--- config.mk ---
export PLATFORM = sky130hd
export DESIGN_NAME = stopwatch_up
export DESIGN_NICKNAME = d
export VERILOG_FILES = /design/src/rtl/stopwatch_up.sv
export SDC_FILE = /design/constraint.sdc
export NUM_CORES = 1
export LEC_CHECK = 0
export ABC_AREA = 1
export BUFFER_PORTS_ARGS = -buffer_cell sky130_fd_sc_hd__clkbuf_2
export CAP_MARGIN = 20
export CORE_MARGIN = 2
export CORE_UTILIZATION = 50
export CTS_BUF_LIST = sky130_fd_sc_hd__clkbuf_8
export CTS_CLUSTER_DIAMETER = 120
export CTS_CLUSTER_SIZE = 10
export DETAILED_ROUTE_END_ITERATION = 6
export PLACE_DENSITY = 0.75
export SKIP_LAST_GASP = 1
export SLEW_MARGIN = 20
export SYNTH_ARGS = -nofsm -noshare
export SYNTH_HDL_FRONTEND = slang
export SYNTH_SLANG_ARGS = --single-unit
--- constraint.sdc ---
create_clock -name clk -period 1.7 [get_ports clk]
set_input_delay 0.255 -clock clk [delete_from_list [all_inputs] [get_ports clk]]
set_output_delay 0.255 -clock clk [all_outputs]
set_load 0.02 [all_outputs]
--- src/rtl/stopwatch_up.sv ---
// rtl/stopwatch_up.sv - MM:SS BCD up-counting stopwatch with run/pause/done control
// Optional lap display freeze compiled in with STOPWATCH_LAP_EN.
module stopwatch_up (
  input  logic       clk,
  input  logic       rst,
  input  logic       tick,
  input  logic       start_stop,
  input  logic       clear,
  input  logic       lap,
  output logic [3:0] out_second_unit,
  output logic [3:0] out_second_tens,
  output logic [3:0] out_minute_unit,
  output logic [3:0] out_minute_tens,
  output logic       running,
  output logic       overflow,
  output logic       lap_active
);

  typedef enum logic [1:0] {IDLE, RUN, PAUSE, DONE} state_t;

  localparam logic [15:0] COUNT_MAX = 16'h5959;

  state_t      state_q, state_d;
  logic [15:0] count_q, count_d, count_inc;
  logic        overflow_q, overflow_d;
  logic        running_q, running_d;
  logic        do_inc;

  // Count packed as {minute_tens, minute_unit, second_tens, second_unit}.
  always_comb begin
    count_inc = count_q;
    if (count_q[3:0] != 4'd9) begin
      count_inc[3:0] = count_q[3:0] + 4'd1;
    end else begin
      count_inc[3:0] = 4'd0;
      if (count_q[7:4] != 4'd5) begin
        count_inc[7:4] = count_q[7:4] + 4'd1;
      end else begin
        count_inc[7:4] = 4'd0;
        if (count_q[11:8] != 4'd9) begin
          count_inc[11:8] = count_q[11:8] + 4'd1;
        end else begin
          count_inc[11:8] = 4'd0;
          if (count_q[15:12] != 4'd5) count_inc[15:12] = count_q[15:12] + 4'd1;
        end
      end
    end
  end

  always_comb begin
    state_d    = state_q;
    count_d    = count_q;
    overflow_d = overflow_q;
    do_inc     = 1'b0;
    if (clear) begin
      state_d    = IDLE;
      count_d    = 16'h0000;
      overflow_d = 1'b0;
    end else begin
      // In RUN a tick is counted even when start_stop arrives with it.
      do_inc = (state_q == RUN) && tick;
      if (do_inc) count_d = count_inc;
      case (state_q)
        IDLE:  if (start_stop) state_d = RUN;
        RUN: begin
          if (do_inc && (count_inc == COUNT_MAX)) begin
            state_d    = DONE;
            overflow_d = 1'b1;
          end else if (start_stop) begin
            state_d = PAUSE;
          end
        end
        PAUSE: if (start_stop) state_d = RUN;
        default: state_d = state_q;
      endcase
    end
    running_d = (state_d == RUN);
  end

  always_ff @(posedge clk) begin
    if (rst) begin
      state_q    <= IDLE;
      count_q    <= 16'h0000;
      overflow_q <= 1'b0;
      running_q  <= 1'b0;
    end else begin
      state_q    <= state_d;
      count_q    <= count_d;
      overflow_q <= overflow_d;
      running_q  <= running_d;
    end
  end

  assign running  = running_q;
  assign overflow = overflow_q;

`ifdef STOPWATCH_LAP_EN
  logic        lap_active_q, lap_active_d;
  logic [15:0] disp_q, disp_d;

  // disp_q tracks the live count and doubles as the frozen lap capture.
  always_comb begin
    lap_active_d = lap_active_q;
    disp_d       = count_d;
    if (clear) lap_active_d = 1'b0;
    else if (lap) lap_active_d = !lap_active_q;
    if (lap_active_d) disp_d = lap_active_q ? disp_q : count_q;
  end

  always_ff @(posedge clk) begin
    if (rst) begin
      lap_active_q <= 1'b0;
      disp_q       <= 16'h0000;
    end else begin
      lap_active_q <= lap_active_d;
      disp_q       <= disp_d;
    end
  end

  assign lap_active      = lap_active_q;
  assign out_second_unit = disp_q[3:0];
  assign out_second_tens = disp_q[7:4];
  assign out_minute_unit = disp_q[11:8];
  assign out_minute_tens = disp_q[15:12];
`else
  logic lap_unused;
  assign lap_unused      = lap;
  assign lap_active      = 1'b0;
  assign out_second_unit = count_q[3:0];
  assign out_second_tens = count_q[7:4];
  assign out_minute_unit = count_q[11:8];
  assign out_minute_tens = count_q[15:12];
`endif

endmodule

==> results.ini, run 1 <==
[outcome]
status = finished, violations left
violations = negative setup slack

[synthesis]
synth_cells = 198
synth_area_leader_cell = dfxtp_1
ys.flop_type = dfxtp_1
syn_avg_cell_area_um2 = 6.26
ys_seq_area_share_pct = 32.3
synth_edf_count = 0
synthArstFlopShare_pct = 0
netlist_area_um2 = 1240
synthTopCellsByArea = dfxtp_1 32%, nand2_1 15%, inv_1 9.7%, nand3_1 7.3%, nor2_1 7.0%
synth.net_count = 206
yosysWarningCount = 0
ys_types = 23
synth_top_area_share_pct = 32.3
synth_most_common_cell = nand2_1
yosys_register_bits = 20
yosys-top-cells-count = 51 x nand2_1, 32 x inv_1, 23 x nor2_1

[timing]
tns_ns = -0.104
fin_crit_ns = 1.77
fmax_mhz = 564
finalSetupViolCount = 3
slew_viol_final = 0
finClkSkew_ns = 0.000999
rsz0062_at_grt = true
finalHoldViolations = 0
setup_ws_ns = -0.0726
fin_crit_sh_pct = 104
whs_ns = 0.242

[placed_design]
io_buffers = 22
routabilityCongestion = 0.846
hpwl_um = 2140

[cts]
cts.htree.levels = 1
cts_hold_buf = 0
cts.sinks = 20
insertion_delay_ns = 0.26
path_clk_slew_ns = 0.07
cts_buffer_depth = 2
cts_inserted_buffers = 3
cts_tree = built
clk_root_buffer_cell = clkbuf_8

[final_layout]
antenna_cells = 0
synthToLayoutAreaGrowth_pct = 40.2
final_util_pct = 72.1
drive_gt1_share_pct = 42.0
final_nets = 259

[floorplanning]
die-area_um2 = 2890
start_util_pct = 51.5
die_x_um = 53.8
die_h_um = 53.8
core_region_area_um2 = 2410
core.rowCount = 18
ioPinCount = 25

[power]
vdd_drop_max_mv = 0.420
power.leakage_uw = 0.000830
powerDensity_nw_per_um2 = 531

[worst_setup_path]
arrival_ns = 1.97
crit_type = reg -> reg
crit_path_max_fanout = 6
crit_path_end_kind = flip-flop
startpoint_type = flip-flop
critical_path_required_ns = 1.90

[routing]
ant_nets = 0
wl_per_cell_um = 11.3
firstDrtPassIters = 4
routed_via_density = 4.90
routed_wl_um = 3170
drc = 0
vias = 1372
first_iter_violations = 35

[global_routing]
grt_overflow = 0
grtUsageTotal_pct = 22.4
first_global_vias = 1185
grt_pass1_wl_um = 4770
grt_max_degree = 12
antenna_found_initial = 0

[min_path]
hold_path_class = in -> reg

[job]
maxCapViolations = 0

critical path: stages (launching register included):
cell	delay, ns
dfxtp_2	0.36
inv_2	0.05
nor2_4	0.14
nand2_4	0.09
buf_6	0.13
nor2_4	0.19
nand2_1	0.09
nand2_1	0.09
nand3_2	0.08
nand2_1	0.07
inv_1	0.05
nand3_2	0.09
nand2_2	0.06
nand2_2	0.07
nand2_2	0.05
a21oi_2	0.11
placed cells by master, fill, tap and decap left out:
master	count
o211ai_1	3
dfxtp_4	1
ha_2	1
inv_1	29
nor2_2	6
o22ai_1	1
nand2_2	13
dfxtp_2	7
a21oi_1	11
clkbuf_8	4
nand3_2	5
o21ai_0	9
conb_1	1
nand2_4	1
buf_4	29
buf_6	1
inv_2	6
nor2_1	18
ha_1	1
nand2_1	40
nor3_1	2
dfxtp_1	12
clkbuf_2	22
nor2_4	7
a21oi_2	2
nand3_1	15
a211oi_1	3
where the power goes:
group	total [µW]	internal, µW	switching [µW]
combinational	80.2	30.0	50.1
clock	362	206	156
sequential	481	474	6.51
cell families (layout without fill, tap and decap cells):
| logic type | Yosys count | count (layout) | synth area share [%] |
|---|---|---|---|
| adder cells (fa/ha/maj) | 2 | 2 | 2.02 |
| flip-flops | 20 | 20 | 32.3 |
| other | 1 | 1 | 0.302 |
| AO/OA/AOI/OAI | 29 | 29 | 13.6 |
| buffers and inverters | 40 | 91 | 13.0 |
| AND/OR/NAND/NOR | 106 | 107 | 38.7 |
path summary, 6_finish.rpt:
kind	from	endpoint	slack (ns)	depth (start not counted)
min reg2reg	overflow	overflow	0.46	2
max reg2reg	count_q[3]	running	-0.07	15
max	count_q[3]	running	-0.07	15
min	clear	running	0.24	3
layout make-up:
| type | count | area [µm²] |
|---|---|---|
| multi-input cells | 139 | 762 |
| fillers | 216 | 672 |
| flip-flops and latches | 20 | 413 |
| repair buffers | 52 | 339 |
| inverters | 35 | 131 |
| clock buffers | 4 | 55.1 |
| well taps | 30 | 37.5 |
flip-flops by register name, indices dropped and copies added (netlist names):
name,cells
count_q,16
overflow,1
state_q,2
running,1
per-layer routing:
| metal | global-route usage, % | share of wire (%) | up-vias |
|---|---|---|---|
| li1 | - | - | 721 |
| met1 | 26.8 | 43 | 628 |
| met2 | 39.8 | 53 | 19 |
| met3 | 3.33 | 2.4 | 4 |
| met4 | 8.97 | 1.0 | 0 |
| met5 | 0 | 0 | - |
through the flow:
| stage | total power, µW | area [µm²] | std cells | setup slack (ns) |
|---|---|---|---|---|
| 5_1_grt | 960 | 1740 | 280 | -0.163 |
| 6_report | 923 | 1740 | 280 | -0.0726 |
| 2_1_floorplan | 539 | 1250 | 198 | 0.0320 |
| 3_3_place_gp | 567 | 1540 | 269 | 0.0329 |
| 3_5_place_dp | 568 | 1540 | 269 | 0.00691 |
| 4_1_cts | 926 | 1620 | 275 | 0.00843 |
what timing repair did:
action	4_1_cts	5_1_grt
cloned	1	0
gates resized for setup	2	30
buffers inserted	1	5
endpoints found under the setup margin	1	5
pin swaps	2	17
(Power assumes the default switching activity.)
==> inputs of run 2 (changes only) <==
Settings changed: CORE_UTILIZATION 50 to 56, PLACE_DENSITY 0.75 to 0.82.
==> results.ini, run 2 (same netlist as run 1, synthesis figures left out) <==
[routing]
vias = 1344
first_iter_violations = 25
routed_wl_um = 3030
dr_wl_met2_um = 1640
drc = 0
routed_via_density = 5.09
ant_nets = 0
wl_met3_um = 60
met1Wirelength_um = 1320
wl_per_cell_um = 11.5
firstDrtPassIters = 4
top_layer_used = met4

[floorplanning]
core.rowCount = 17
ioPinCount = 25
core_region_area_um2 = 2150
die_x_um = 51.1
die_h_um = 51.1
die-area_um2 = 2610
start_util_pct = 57.7

[cts]
cts.htree.levels = 1
clk_root_buffer_cell = clkbuf_8
cts_inserted_buffers = 3
cts_hold_buf = 0
cts_buffer_depth = 2
insertion_delay_ns = 0.25
cts_tree = built
path_clk_slew_ns = 0.08
cts.sinks = 20

[outcome]
violations = negative setup slack
status = finished, violations left

[timing]
finClkSkew_ns = 0.00243
finalSetupViolCount = 2
fmax_mhz = 571
tns_ns = -0.0650
setup_ws_ns = -0.0514
fin_crit_ns = 1.75
rsz0062_at_grt = true
slew_viol_final = 0
fin_crit_sh_pct = 103
finalHoldViolations = 0

[final_layout]
top_regs = count_q (16), state_q (2)
antenna_cells = 0
largest_reg_flops = 16
n_fill_cell = 164
synthToLayoutAreaGrowth_pct = 31.8
largest-register = count_q
final_cells = 264
design_area_um2 = 1630
final_nets = 245
final_util_pct = 76.1
drive_gt1_share_pct = 36.4
final_cell_mix = 43 x nand2_1, 30 x inv_1, 22 x clkbuf_2, 17 x nor2_1, 16 x nand3_1
layout_commonest_cell = nand2_1

[min_path]
hold_path_class = in -> reg

[worst_setup_path]
startpoint_type = flip-flop
arrival_ns = 1.91
critical_path_required_ns = 1.86
crit_path_max_fanout = 6
crit_path_end_kind = flip-flop
crit_type = reg -> reg

[job]
maxCapViolations = 0

[power]
powerDensity_nw_per_um2 = 560
vdd_drop_max_mv = 0.487
power.leakage_uw = 0.000769

[global_routing]
first_global_vias = 1140
grt_overflow = 0
antenna_found_initial = 0
grt_max_degree = 12
grtUsageTotal_pct = 22.4
grt_pass1_wl_um = 4590

[placed_design]
io_buffers = 22
hpwl_um = 2050
dp.cells = 256
place_area_um2 = 1460
routabilityCongestion = 0.875

[run 2: changes by cell type in the layout (fill, tap and decap cells not counted), moves of 3 or more]
cell / delta
nand2_1: +3
buf_4: -14
nand2_2: -3
dfxtp_4: +3
dfxtp_2: -3
[run 2: final timing paths]
check / start / endpoint / slack (ns) / cells after the start
setup / recovery: count_q[3] / running / -0.05 / 14
hold / removal: clear / running / 0.24 / 3
setup reg to reg: count_q[3] / running / -0.05 / 14
hold reg to reg: overflow / overflow / 0.46 / 2
[run 2: stage by stage]
stage	total power, µW	hold slack (ns)	worst slack [ns]
6_report	915	0.240	-0.0514
5_1_grt	953	0.246	-0.174
4_1_cts	923	0.236	0.00569
3_5_place_dp	564	0.448	-0.0349
3_3_place_gp	561	0.442	0.0265
2_1_floorplan	539	0.399	0.0320
[run 2: area by class of cell]
class                           count  area [µm²]  area share, %
Clock buffer                        4        55.1           3.37
Tap cell                           28        35.0           2.14
Multi-Input combinational cell    139         749           45.9
Sequential cell                    20         420           25.7
Inverter                           35         131           8.04
Timing Repair Buffer               38         243           14.9
[run 2: worst max-delay path, cell delays in order, from the launching register on]
cell and delay (ns):
dfxtp_4 0.37, inv_2 0.04, nor2_4 0.14, nand2_4 0.09, buf_12 0.13, nor2_4 0.15, nand2_1 0.07, nand2_1 0.10
inv_1 0.05, nor2_1 0.11, nand3_2 0.12, nand2_2 0.09, nand2_2 0.07, nand2_2 0.08, a21oi_2 0.05
[run 2: where the power goes]
group / switching [µW] / total (µW) / leakage (µW) / internal [µW]
logic: 49.3 / 75.9 / 0.000573 / 26.6
clock network: 157 / 363 / 0.0000288 / 206
registers: 6.85 / 476 / 0.000167 / 469
total: 213 / 915 / 0.000769 / 702
[run 2: timing repair]
| item | in CTS | in global routing |
|---|---|---|
| gates resized for setup | 5 | 24 |
| hold endpoints to repair | 0 | 0 |
| endpoints found under the setup margin | 2 | 5 |
| buffers inserted | 0 | 3 |
| pin swaps | 1 | 15 |
| cloned | 1 | 0 |
[run 2: routing by layer]
layer | GRT usage (%) | vias to the layer above
met5 | 0 | -
li1 | - | 693
met3 | 3.51 | 2
met1 | 27.1 | 627
met4 | 5.41 | 0
met2 | 41.1 | 22
==> inputs of run 3 (changes only) <==
--- a/config.mk
+++ b/config.mk
@@ -17,5 +17,5 @@
 export PLACE_DENSITY = 0.82
 export SKIP_LAST_GASP = 1
-export SLEW_MARGIN = 20
+export SLEW_MARGIN = 40
 export SYNTH_ARGS = -nofsm -noshare
 export SYNTH_HDL_FRONTEND = slang
==> constraint.sdc (replaced) <==
create_clock -name clk -period 1.7 [get_ports clk]
set_input_delay 0.085 -clock clk [delete_from_list [all_inputs] [get_ports clk]]
set_output_delay 0.085 -clock clk [all_outputs]
set_load 0.02 [all_outputs]
==> results.ini, run 3 (same netlist as run 1, synthesis figures left out) <==
[outcome]
status = finished, violations left
violations = negative setup slack

[worst_setup_path]
crit_path_end_kind = flip-flop
crit_type = reg -> reg
crit_path_max_fanout = 6
startpoint_type = flip-flop
cp-startpoint = count_q[3]
critical_path_required_ns = 1.89
r2r_start = count_q[3]
r2r_end = running
reg2reg_depth = 15
arrival_ns = 1.98
r2r_slack_ns = -0.08
endpoint = running

[timing]
setup_ws_ns = -0.0825
finalHoldViolations = 0
rsz0062_at_grt = true
finalSetupViolCount = 4
fin_crit_sh_pct = 105
finClkSkew_ns = 0.00253
fin_crit_ns = 1.78
fmax_mhz = 561
whs_ns = 0.0759
slew_viol_final = 0

[final_layout]
final_cell_mix = 41 x nand2_1, 30 x inv_1, 22 x clkbuf_2, 17 x buf_4
design_area_um2 = 1640
layout_commonest_cell = nand2_1
antenna_cells = 0
drive_gt1_share_pct = 38.7
synthToLayoutAreaGrowth_pct = 32.5
final_nets = 247
top_regs = count_q (16), state_q (2)
largest-register = count_q
largest_reg_flops = 16

[floorplanning]
die_h_um = 51.1
core.rowCount = 17
start_util_pct = 57.7
ioPinCount = 25
core_region_area_um2 = 2150
die-area_um2 = 2610
die_x_um = 51.1

[cts]
cts_inserted_buffers = 3
cts.sinks = 20
cts_buffer_depth = 2
cts_tree = built
insertion_delay_ns = 0.25
clk_root_buffer_cell = clkbuf_8
path_clk_slew_ns = 0.07
cts.htree.levels = 1

[placed_design]
hpwl_um = 2100
routabilityCongestion = 0.853
io_buffers = 22
post-place-ws_ns = -0.0307
place_area_um2 = 1470

[routing]
wl_per_cell_um = 12.3
vias = 1404
routed_wl_um = 3270
routed_via_density = 5.28
first_iter_violations = 33
ant_nets = 0
firstDrtPassIters = 4
drc = 0

[global_routing]
grtUsageTotal_pct = 23.3
first_global_vias = 1121
grt_max_degree = 12
grt_overflow = 0
grt_pass1_wl_um = 4640
antenna_found_initial = 0

[power]
power.leakage_uw = 0.000777
vdd_drop_max_mv = 0.479
powerDensity_nw_per_um2 = 560

[min_path]
hp-start = clear
hold_path_class = in -> reg

[job]
maxCapViolations = 0

==> run 3: worst min path at each step <==
stage / endpoint / cells past startpoint
floorplan: running / 2
global placement: running / 3
detailed placement: running / 3
CTS: running / 3
global route: running / 3
finish: running / 3
==> run 3: repair_timing <==
item	4_1_cts	5_1_grt
gates resized for setup	7	21
endpoints found under the setup margin	1	5
buffers inserted	0	4
hold buffers	0	0
pin swaps	2	13
gates cloned	1	0
==> run 3: layout make-up <==
cell class	instances	area (µm²)
clock buffer	4	55.1
fill	160	505
inverter	35	131
multi-input combinational	139	751
sequential	20	413
tap	28	35.0
timing repair buffer	40	258
==> run 3: stage by stage <==
| step | std cells | setup TNS, ns | util (%) | total power [µW] |
|---|---|---|---|---|
| CTS | 262 | 0 | 72.1 | 923 |
| floorplan | 198 | 0 | - | 539 |
| global route | 266 | -0.708 | 76.5 | 953 |
| detailed placement | 257 | -0.0307 | 68.3 | 565 |
| global placement | 257 | 0 | 68.3 | 562 |
| finish | 266 | -0.114 | 76.5 | 920 |
==> run 3: power breakdown <==
| part | internal, µW | switching (µW) | leakage (µW) | total, µW |
|---|---|---|---|---|
| clock network | 206 | 155 | 0.0000288 | 361 |
| logic | 27.1 | 50.9 | 0.000582 | 78.0 |
| registers | 474 | 6.92 | 0.000166 | 481 |
| total | 707 | 213 | 0.000777 | 920 |
==> run 3: routing by layer <==
layer	vias up	part of all wire, %	GRT usage (%)	wire length, µm
met1	656	41	27.0	1340
met3	6	4.0	3.51	132
met4	0	1.9	8.11	61
met5	-	0	0	0
li1	701	-	-	-
met2	41	53	43.1	1730
==> run 3: worst max-delay path: stages (launching register included) <==
cell and delay [ns]:
dfxtp_4 0.37, inv_2 0.04, nor2_4 0.14, nand2_4 0.09
buf_12 0.13, nor2_4 0.17, nand2_1 0.09, nand2_1 0.06
nand2_1 0.07, nand2_1 0.08, nor2_2 0.04, nand3_2 0.10
nand2_2 0.06, nand2_2 0.09, nand2_2 0.07, a21oi_2 0.11
